<file path="config.mk">
export PLATFORM = sky130hd
export DESIGN_NAME = seq_chunk_adder
export DESIGN_NICKNAME = d
export VERILOG_FILES = /design/src/rtl/seq_chunk_adder.sv
export SDC_FILE = /design/constraint.sdc
export NUM_CORES = 1
export LEC_CHECK = 0
export BUFFER_PORTS_ARGS = -buffer_cell sky130_fd_sc_hd__buf_4
export CORE_UTILIZATION = 45
export CTS_CLUSTER_SIZE = 10
export DETAILED_ROUTE_END_ITERATION = 10
export HOLD_SLACK_MARGIN = 0.05
export PLACE_DENSITY = 0.76
export SYNTH_ARGS = -nofsm -noshare
export SYNTH_HDL_FRONTEND = slang
export SYNTH_SLANG_ARGS = --single-unit
export TNS_END_PERCENT = 1
</file>
<file path="constraint.sdc">
create_clock -name clk -period 3.5 [get_ports clk]
set_clock_uncertainty 0.05 [all_clocks]
set_input_delay 0 -clock clk [delete_from_list [all_inputs] [get_ports clk]]
set_output_delay 0 -clock clk [all_outputs]
set_load 0.05 [all_outputs]
</file>
<file path="src/rtl/seq_chunk_adder.sv">
// ---------------------------------------------------------------------------
// seq_chunk_adder
//
// Multi-cycle adder/subtractor. It adds two WIDTH-bit operands CHUNK bits per
// clock, so one operation takes N = WIDTH/CHUNK RUN cycles. Subtraction is
// done as a + ~b + 1. The operands and the carry-in mode are captured when
// start is accepted. After that the inputs are ignored until the result is
// published.
//
// Ports
//   clk    in   single clock, rising edge
//   rst_n  in   asynchronous active-low reset
//   start  in   request a new operation (accepted in IDLE or DONE)
//   sub    in   0 = a + b + cin, 1 = a - b
//   a, b   in   WIDTH-bit operands
//   cin    in   carry-in, add mode only
//   busy   out  high for exactly the N RUN cycles of an operation
//   done   out  one-cycle pulse while the result is first presented
//   s      out  registered sum/difference (modulo 2^WIDTH)
//   c      out  registered carry-out of the MSB (NOT borrow when subtracting)
//   v      out  registered two's-complement overflow
// ---------------------------------------------------------------------------
module seq_chunk_adder #(
    parameter int WIDTH = 32,
    parameter int CHUNK = 8
) (
    input  logic             clk,
    input  logic             rst_n,
    input  logic             start,
    input  logic             sub,
    input  logic [WIDTH-1:0] a,
    input  logic [WIDTH-1:0] b,
    input  logic             cin,
    output logic             busy,
    output logic             done,
    output logic [WIDTH-1:0] s,
    output logic             c,
    output logic             v
);

    localparam int N     = WIDTH / CHUNK;
    localparam int IDX_W = (N > 1) ? $clog2(N) : 1;
    localparam int BW    = (WIDTH > 1) ? $clog2(WIDTH) : 1;

    typedef enum logic [1:0] {
        IDLE = 2'd0,
        RUN  = 2'd1,
        DONE = 2'd2
    } state_t;

    state_t           state;
    logic [IDX_W-1:0] idx;
    logic             carry;

    // Captured operands (b already inverted for subtract) and partial result.
    // These never feed control decisions, so they carry no reset.
    logic [WIDTH-1:0] a_q;
    logic [WIDTH-1:0] b_q;
    logic [WIDTH-1:0] res_q;

    logic [BW-1:0]    base;
    logic [CHUNK:0]   chunk_sum;
    logic [WIDTH-1:0] next_res;
    logic             last;
    logic             accept;

    // start is honoured only when no operation is in flight.
    assign accept = start && (state != RUN);
    assign last   = (idx == IDX_W'(N - 1));

    // Chunk datapath: bit offset of the current chunk, its sum with the
    // stored carry, and the result register with that chunk merged in. At
    // the last chunk, next_res is the complete result. That lets s load it
    // on the same edge as the final chunk.
    always_comb begin
        base      = BW'(idx) * BW'(CHUNK);
        chunk_sum = {1'b0, a_q[base +: CHUNK]} + {1'b0, b_q[base +: CHUNK]}
                    + {{CHUNK{1'b0}}, carry};
        next_res  = res_q;
        next_res[base +: CHUNK] = chunk_sum[CHUNK-1:0];
    end

    always_ff @(posedge clk) begin
        if (accept) begin
            a_q <= a;
            b_q <= sub ? ~b : b;
        end
        if (state == RUN) begin
            res_q <= next_res;
        end
    end

    always_ff @(posedge clk or negedge rst_n) begin
        if (!rst_n) begin
            state <= IDLE;
            busy  <= 1'b0;
            done  <= 1'b0;
            idx   <= '0;
            carry <= 1'b0;
            s     <= '0;
            c     <= 1'b0;
            v     <= 1'b0;
        end else begin
            case (state)
                IDLE, DONE: begin
                    done <= 1'b0;
                    if (start) begin
                        state <= RUN;
                        busy  <= 1'b1;
                        idx   <= '0;
                        // Subtract supplies the +1 of the two's complement.
                        carry <= sub ? 1'b1 : cin;
                    end else begin
                        state <= IDLE;
                        busy  <= 1'b0;
                    end
                end
                RUN: begin
                    carry <= chunk_sum[CHUNK];
                    idx   <= idx + 1'b1;
                    if (last) begin
                        state <= DONE;
                        busy  <= 1'b0;
                        done  <= 1'b1;
                        s     <= next_res;
                        c     <= chunk_sum[CHUNK];
                        // Overflow: operands agree in sign but the result does not.
                        v     <= (a_q[WIDTH-1] == b_q[WIDTH-1]) &&
                                 (next_res[WIDTH-1] != a_q[WIDTH-1]);
                    end
                end
                default: begin
                    state <= IDLE;
                    busy  <= 1'b0;
                    done  <= 1'b0;
                end
            endcase
        end
    end

endmodule
</file>
# --- Word level (Yosys, flattened, before mapping) ---
# Cells that the tools add are included.
totals:
  register_bits: 137
  output_inout_bits: 36
  wordCells: 50
op_classes:
  addsub: 4
  eq_ne: 8
  shifts: 4
  muxes: 15
  n_bitwise: 1
  n_reduce_logical: 7
ops:
  columns: ["op", "n"]
  rows:
  - ["$shiftx 32x6->8", 2]
  - ["$bwmux 32", 1]
  - ["$mux 32", 1]
  - ["$not 32->32", 1]
  - ["$shift 8x7->32 const A", 1]
  - ["$shiftx 8x7->32", 1]
  - ["$add 8x8->9", 1]
  - ["$add 9x1->9", 1]
  - ["$pmux 2 s2", 2]
  - ["$mux 1", 7]
  - ["$neg 5->7", 1]
  - ["$eq 2x2->1 const B", 2]
  - ["$mux 2", 2]
  - ["$ne 2x2->1 const B", 2]
  - ["$pmux 1 s2", 2]
  - ["$reduce_and 2->1", 2]
  - ["$add 2x1->2 const B", 1]
  - ["$eq 2x1->1 const B", 1]
  - ["$logic_and 1x1->1", 2]
  - ["$logic_not 2->1", 1]
  - ["$ne 2x1->1 const B", 1]
  - ["$reduce_bool 2->1", 1]
  - ["$reduce_or 2->1", 1]
  - ["$eq 1x1->1", 1]
  - ["$ne 1x1->1", 1]

# --- Longest topological paths before layout ---
logic_depth:
  depth_word: 7
  ltp_mapped: 11
  depth_no_buf: 10

# --- Least setup slack after synthesis ---
# OpenSTA, ideal clock, no wires.
synth_timing:
  path_kind: "reg2reg"
  start: "register idx[0]"
  end: "register res_q[14] (data pin)"
  t_arrival_ns: 2.812
  setup_slack_ns: 0.366
  stages_incl_launch_ff: 12
  path_buffers: 1
  synth_period_minus_slack_ns: 3.134
  cell_sequence: "dfrtp_1 -> buf_2 -> mux4_2 -> inv_1 -> fa_1 -> inv_1 -> fa_1 -> a211oi_1 -> o21bai_1 -> a21oi_1 -> xor2_1 -> o21ai_0"
synth_between:
  elab_chain_cells: 5
synth_rtl:
  columns: ["item", "line_no", "rtl"]
  rows:
  - ["start: declaration", "52", "logic [IDX_W-1:0] idx;"]
  - ["start signal: assignment", "120", "idx <= idx + 1'b1;"]
  - ["$shiftx 32x6->8", "77", "chunk_sum = {1'b0, a_q[base +: CHUNK]} + {1'b0, b_q[base +: CHUNK]}"]
  - ["$add 8x8->9", "77", null]
  - ["$add 9x1->9", "78", "+ {{CHUNK{1'b0}}, carry};"]
  - ["$shiftx 8x7->32", "80", "next_res[base +: CHUNK] = chunk_sum[CHUNK-1:0];"]
  - ["$bwmux 32 (*)", "80", null]
  - ["via next_res[14]", "63", "logic [WIDTH-1:0] next_res;"]
  - ["end signal: assignment", "89", "res_q <= next_res;"]
  - ["end: declaration", "59", "logic [WIDTH-1:0] res_q;"]
# The timed path passes the listed nets; every way through them passes the cells marked *.
# A chain may end at the register's enable or synchronous reset.

# --- Final worst setup path ---
# Ends and elaborated chain as after synthesis.

==> results.sh <==
export IMPL_die_w_microns=118
export IMPL_critPathKind="register to register"
export IMPL_wirelength_microns=13700
export IMPL_grt_pass1_vias=4258
export IMPL_synth_top_cells_by_area="edfxtp_1 48%, dfrtp_1 16%, mux4_2 6.0%"
export IMPL_gp_routability_congestion=0.831
export IMPL_antenna_found_initial=0
export IMPL_cts_sinks=135
export IMPL_syn_to_final_growth_pct=36.5
export IMPL_ys_types=48
export IMPL_core_sq_um=12800
export IMPL_cts_root_buf="clkbuf_16"
export IMPL_clockBufferDepth=2
export IMPL_netlist_area_leader_share=0.480
export IMPL_die_h_microns=118
export IMPL_diodes=0
export IMPL_post_synth_cell_area_avg_sq_um=13.7
export IMPL_slew_headroom=0.484
export IMPL_vias=4143
export IMPL_rsz0062_at_grt="false"
export IMPL_drv_slew=0
export IMPL_r2r_setup_slack_ns=0.26
export IMPL_die_area_sq_um=13800
export IMPL_fin_util=0.640
export IMPL_crit_required_ns=3.60
export IMPL_ir_drop_v=0.000435
export IMPL_synth_area_sq_um=6010
export IMPL_initial_core_util=0.469
export IMPL_power_per_cell_area_nw_per_um2=1020
export IMPL_async_flop_share=0.289
export IMPL_grt_pass1_wl_microns=22000
export IMPL_grt_max_degree=65
export IMPL_hpwl_microns=8650
export IMPL_power_leakage_uw=0.00342
export IMPL_synth_seq_cells=135
export IMPL_avgRoutedWirePerCell_microns=17.1
export IMPL_crit_arrival_ns=3.34
export IMPL_cts_buffers=17
export IMPL_finalSetupTns_ns=0
export IMPL_worst_pin_slew_ns=0.775
export IMPL_yosysWarnings=0
export IMPL_drv_cap=0
export IMPL_rows=41
export IMPL_synthCells=440
export IMPL_fill_cells=937
export IMPL_multi_input_area_sq_um=1950
export IMPL_port_buffers=104
export IMPL_layout_drive_gt1_share=0.261
export IMPL_synthesis_nets=524
export IMPL_synth_largest_area_cell="edfxtp_1"
export IMPL_final_nets=702
export IMPL_io_pins=105
export IMPL_startpoint_type="register"
export IMPL_drtPass1Iterations=6
export IMPL_drc=0
export IMPL_htree_levels=4
export IMPL_clk_pin_slew_ns=0.06
export IMPL_track_usage=0.209
export IMPL_grt_overflow=0
export IMPL_finalCriticalPeriod_ns=3.24
export IMPL_viasPerCell=5.16
export IMPL_max_freq_mhz=309
export IMPL_register_area_sq_um=3860
export IMPL_path_max_fanout=10
export IMPL_setup_worst_path_end_class="register"
export IMPL_hold_viol_final=0
export IMPL_post_route_period_util=0.926
export IMPL_hold_path_class="input pin to async pin"
export IMPL_synth_edf_count=96
export IMPL_finalSetupViolations=0
export IMPL_placed_cells=704
export IMPL_synth_ff_type="edfxtp_1"
export IMPL_layout_setup_ws_ns=0.259
export IMPL_clk_latency_ns=0.42
export IMPL_ant_nets=0
export IMPL_synth_sequential_area_ratio=0.642
export IMPL_status="completed"
export IMPL_stdcell_count=803
export IMPL_drt_iter0_drc=294
export IMPL_place_ws_ns=0.168
export IMPL_cts_tree="done"
## final cells by class
cell class | count | area share
inverters | 34 | 0.0156
clock buffers | 28 | 0.0618
repair buffers | 178 | 0.183
clock inverters | 4 | 0.00549
flip-flops and latches | 135 | 0.470
multi-input cells | 252 | 0.237
well taps | 172 | 0.0262
## report_power, final
| part | switching, uW | total, uW | internal, uW |
|---|---|---|---|
| combinational | 2560 | 4020 | 1460 |
| sequential | 250 | 2710 | 2460 |
| clock | 607 | 1660 | 1050 |
## timing repair
action,4_1_cts,5_1_grt
hold endpoints to repair,107,0
gates resized for setup,0,1
hold buffers,67,0
setup endpoints to repair,0,7
buffers inserted,0,0
## critical path, cell delays in order, from the launching register on
cell	delay, ns
dfrtp_1	0.51
buf_4	0.29
mux4_2	0.56
fa_1	0.48
a211oi_1	0.25
o21bai_1	0.12
a21oi_1	0.26
xor2_2	0.32
o21ai_0	0.14
## cell usage after synthesis (2+ instances only)
cell,number
buf_2,8
mux2_2,5
edfxtp_1,96
o21ai_0,33
xor2_1,34
o31ai_1,2
a22o_1,2
or3_1,2
fa_1,2
o22ai_1,18
and3_1,2
xnor2_1,3
inv_1,32
nor2_1,10
nand3_1,4
clkbuf_1,9
a21o_1,3
nand2_1,38
nor3_1,8
a21oi_1,20
o2bb2ai_1,2
nand2b_1,12
a2bb2oi_1,3
mux4_2,16
o21ai_1,2
dfrtp_1,39
inv_2,2
ha_1,13
## sequential cells by signal, indices dropped and copies added, names as in the netlist
register and cells:
a_q 32, b_q 32, res_q 32, s 32, idx 2, c 1, carry 1, done 1
state 1, v 1
## metrics by stage
stage / hold WS [ns] / area [sq um] / power [uW]
after floorplan: -0.346 / 6010 / 5490
after CTS: 0.0634 / 8200 / 8380
final: 0.0606 / 8210 / 8390
after global placement: -0.0449 / 6980 / 6530
after global routing: 0.0911 / 8210 / 8850
after detailed placement: -0.0355 / 6980 / 6650
## per-layer routing
metal | vias to the layer above | global-route usage | wire length, microns
met5 | - | 0 | 0
met4 | 0 | 0.0641 | 160
met3 | 15 | 0.0601 | 810
met2 | 147 | 0.360 | 7070
met1 | 2020 | 0.253 | 5690
li1 | 1961 | - | -
## cells in the final DEF, fill, tap and decap left out, drive strengths merged, types with 2 or more instances in the layout
master	Yosys	final
buf	10	111
edfxtp	96	96
dlygate4sd3	0	67
dfrtp	39	39
nand2	38	38
o21ai	35	35
xor2	34	34
inv	34	34
clkbuf	9	28
a21oi	20	20
o22ai	18	18
mux4	16	16
ha	13	13
nand2b	12	12
nor2	10	10
nor3	8	8
mux2	5	5
nand3	4	4
xnor2	4	4
a21o	3	3
a2bb2oi	3	3
clkinv	0	3
a22o	2	2
o2bb2ai	2	2
and3	2	2
o31ai	2	2
or3	2	2
fa	2	2
a211oi	2	2
o311ai	2	2
## kinds of logic (layout without fill, tap and decap cells)
kind of cell,after synthesis,in the layout,share of synthesized area
simple gates,83,83,0.0650
fa+ha+maj,15,15,0.0337
mux,22,22,0.0710
compound gates,94,94,0.0964
xor+xnor,38,38,0.0566
flops,135,135,0.642
buf+inv,53,244,0.0354
## path summary, 6_finish.rpt
check,startpoint,endpoint,depth (start not counted)
max,idx[0],res_q[14],8
min reg2reg,s[8],s[8],2
max in group asynchronous,rst_n,s[25],2
max reg2reg,idx[0],res_q[14],8
min,rst_n,s[20],2
min in group clk,sub,b_q[31],2
Note: power is estimated with default switching activity, not from simulation.
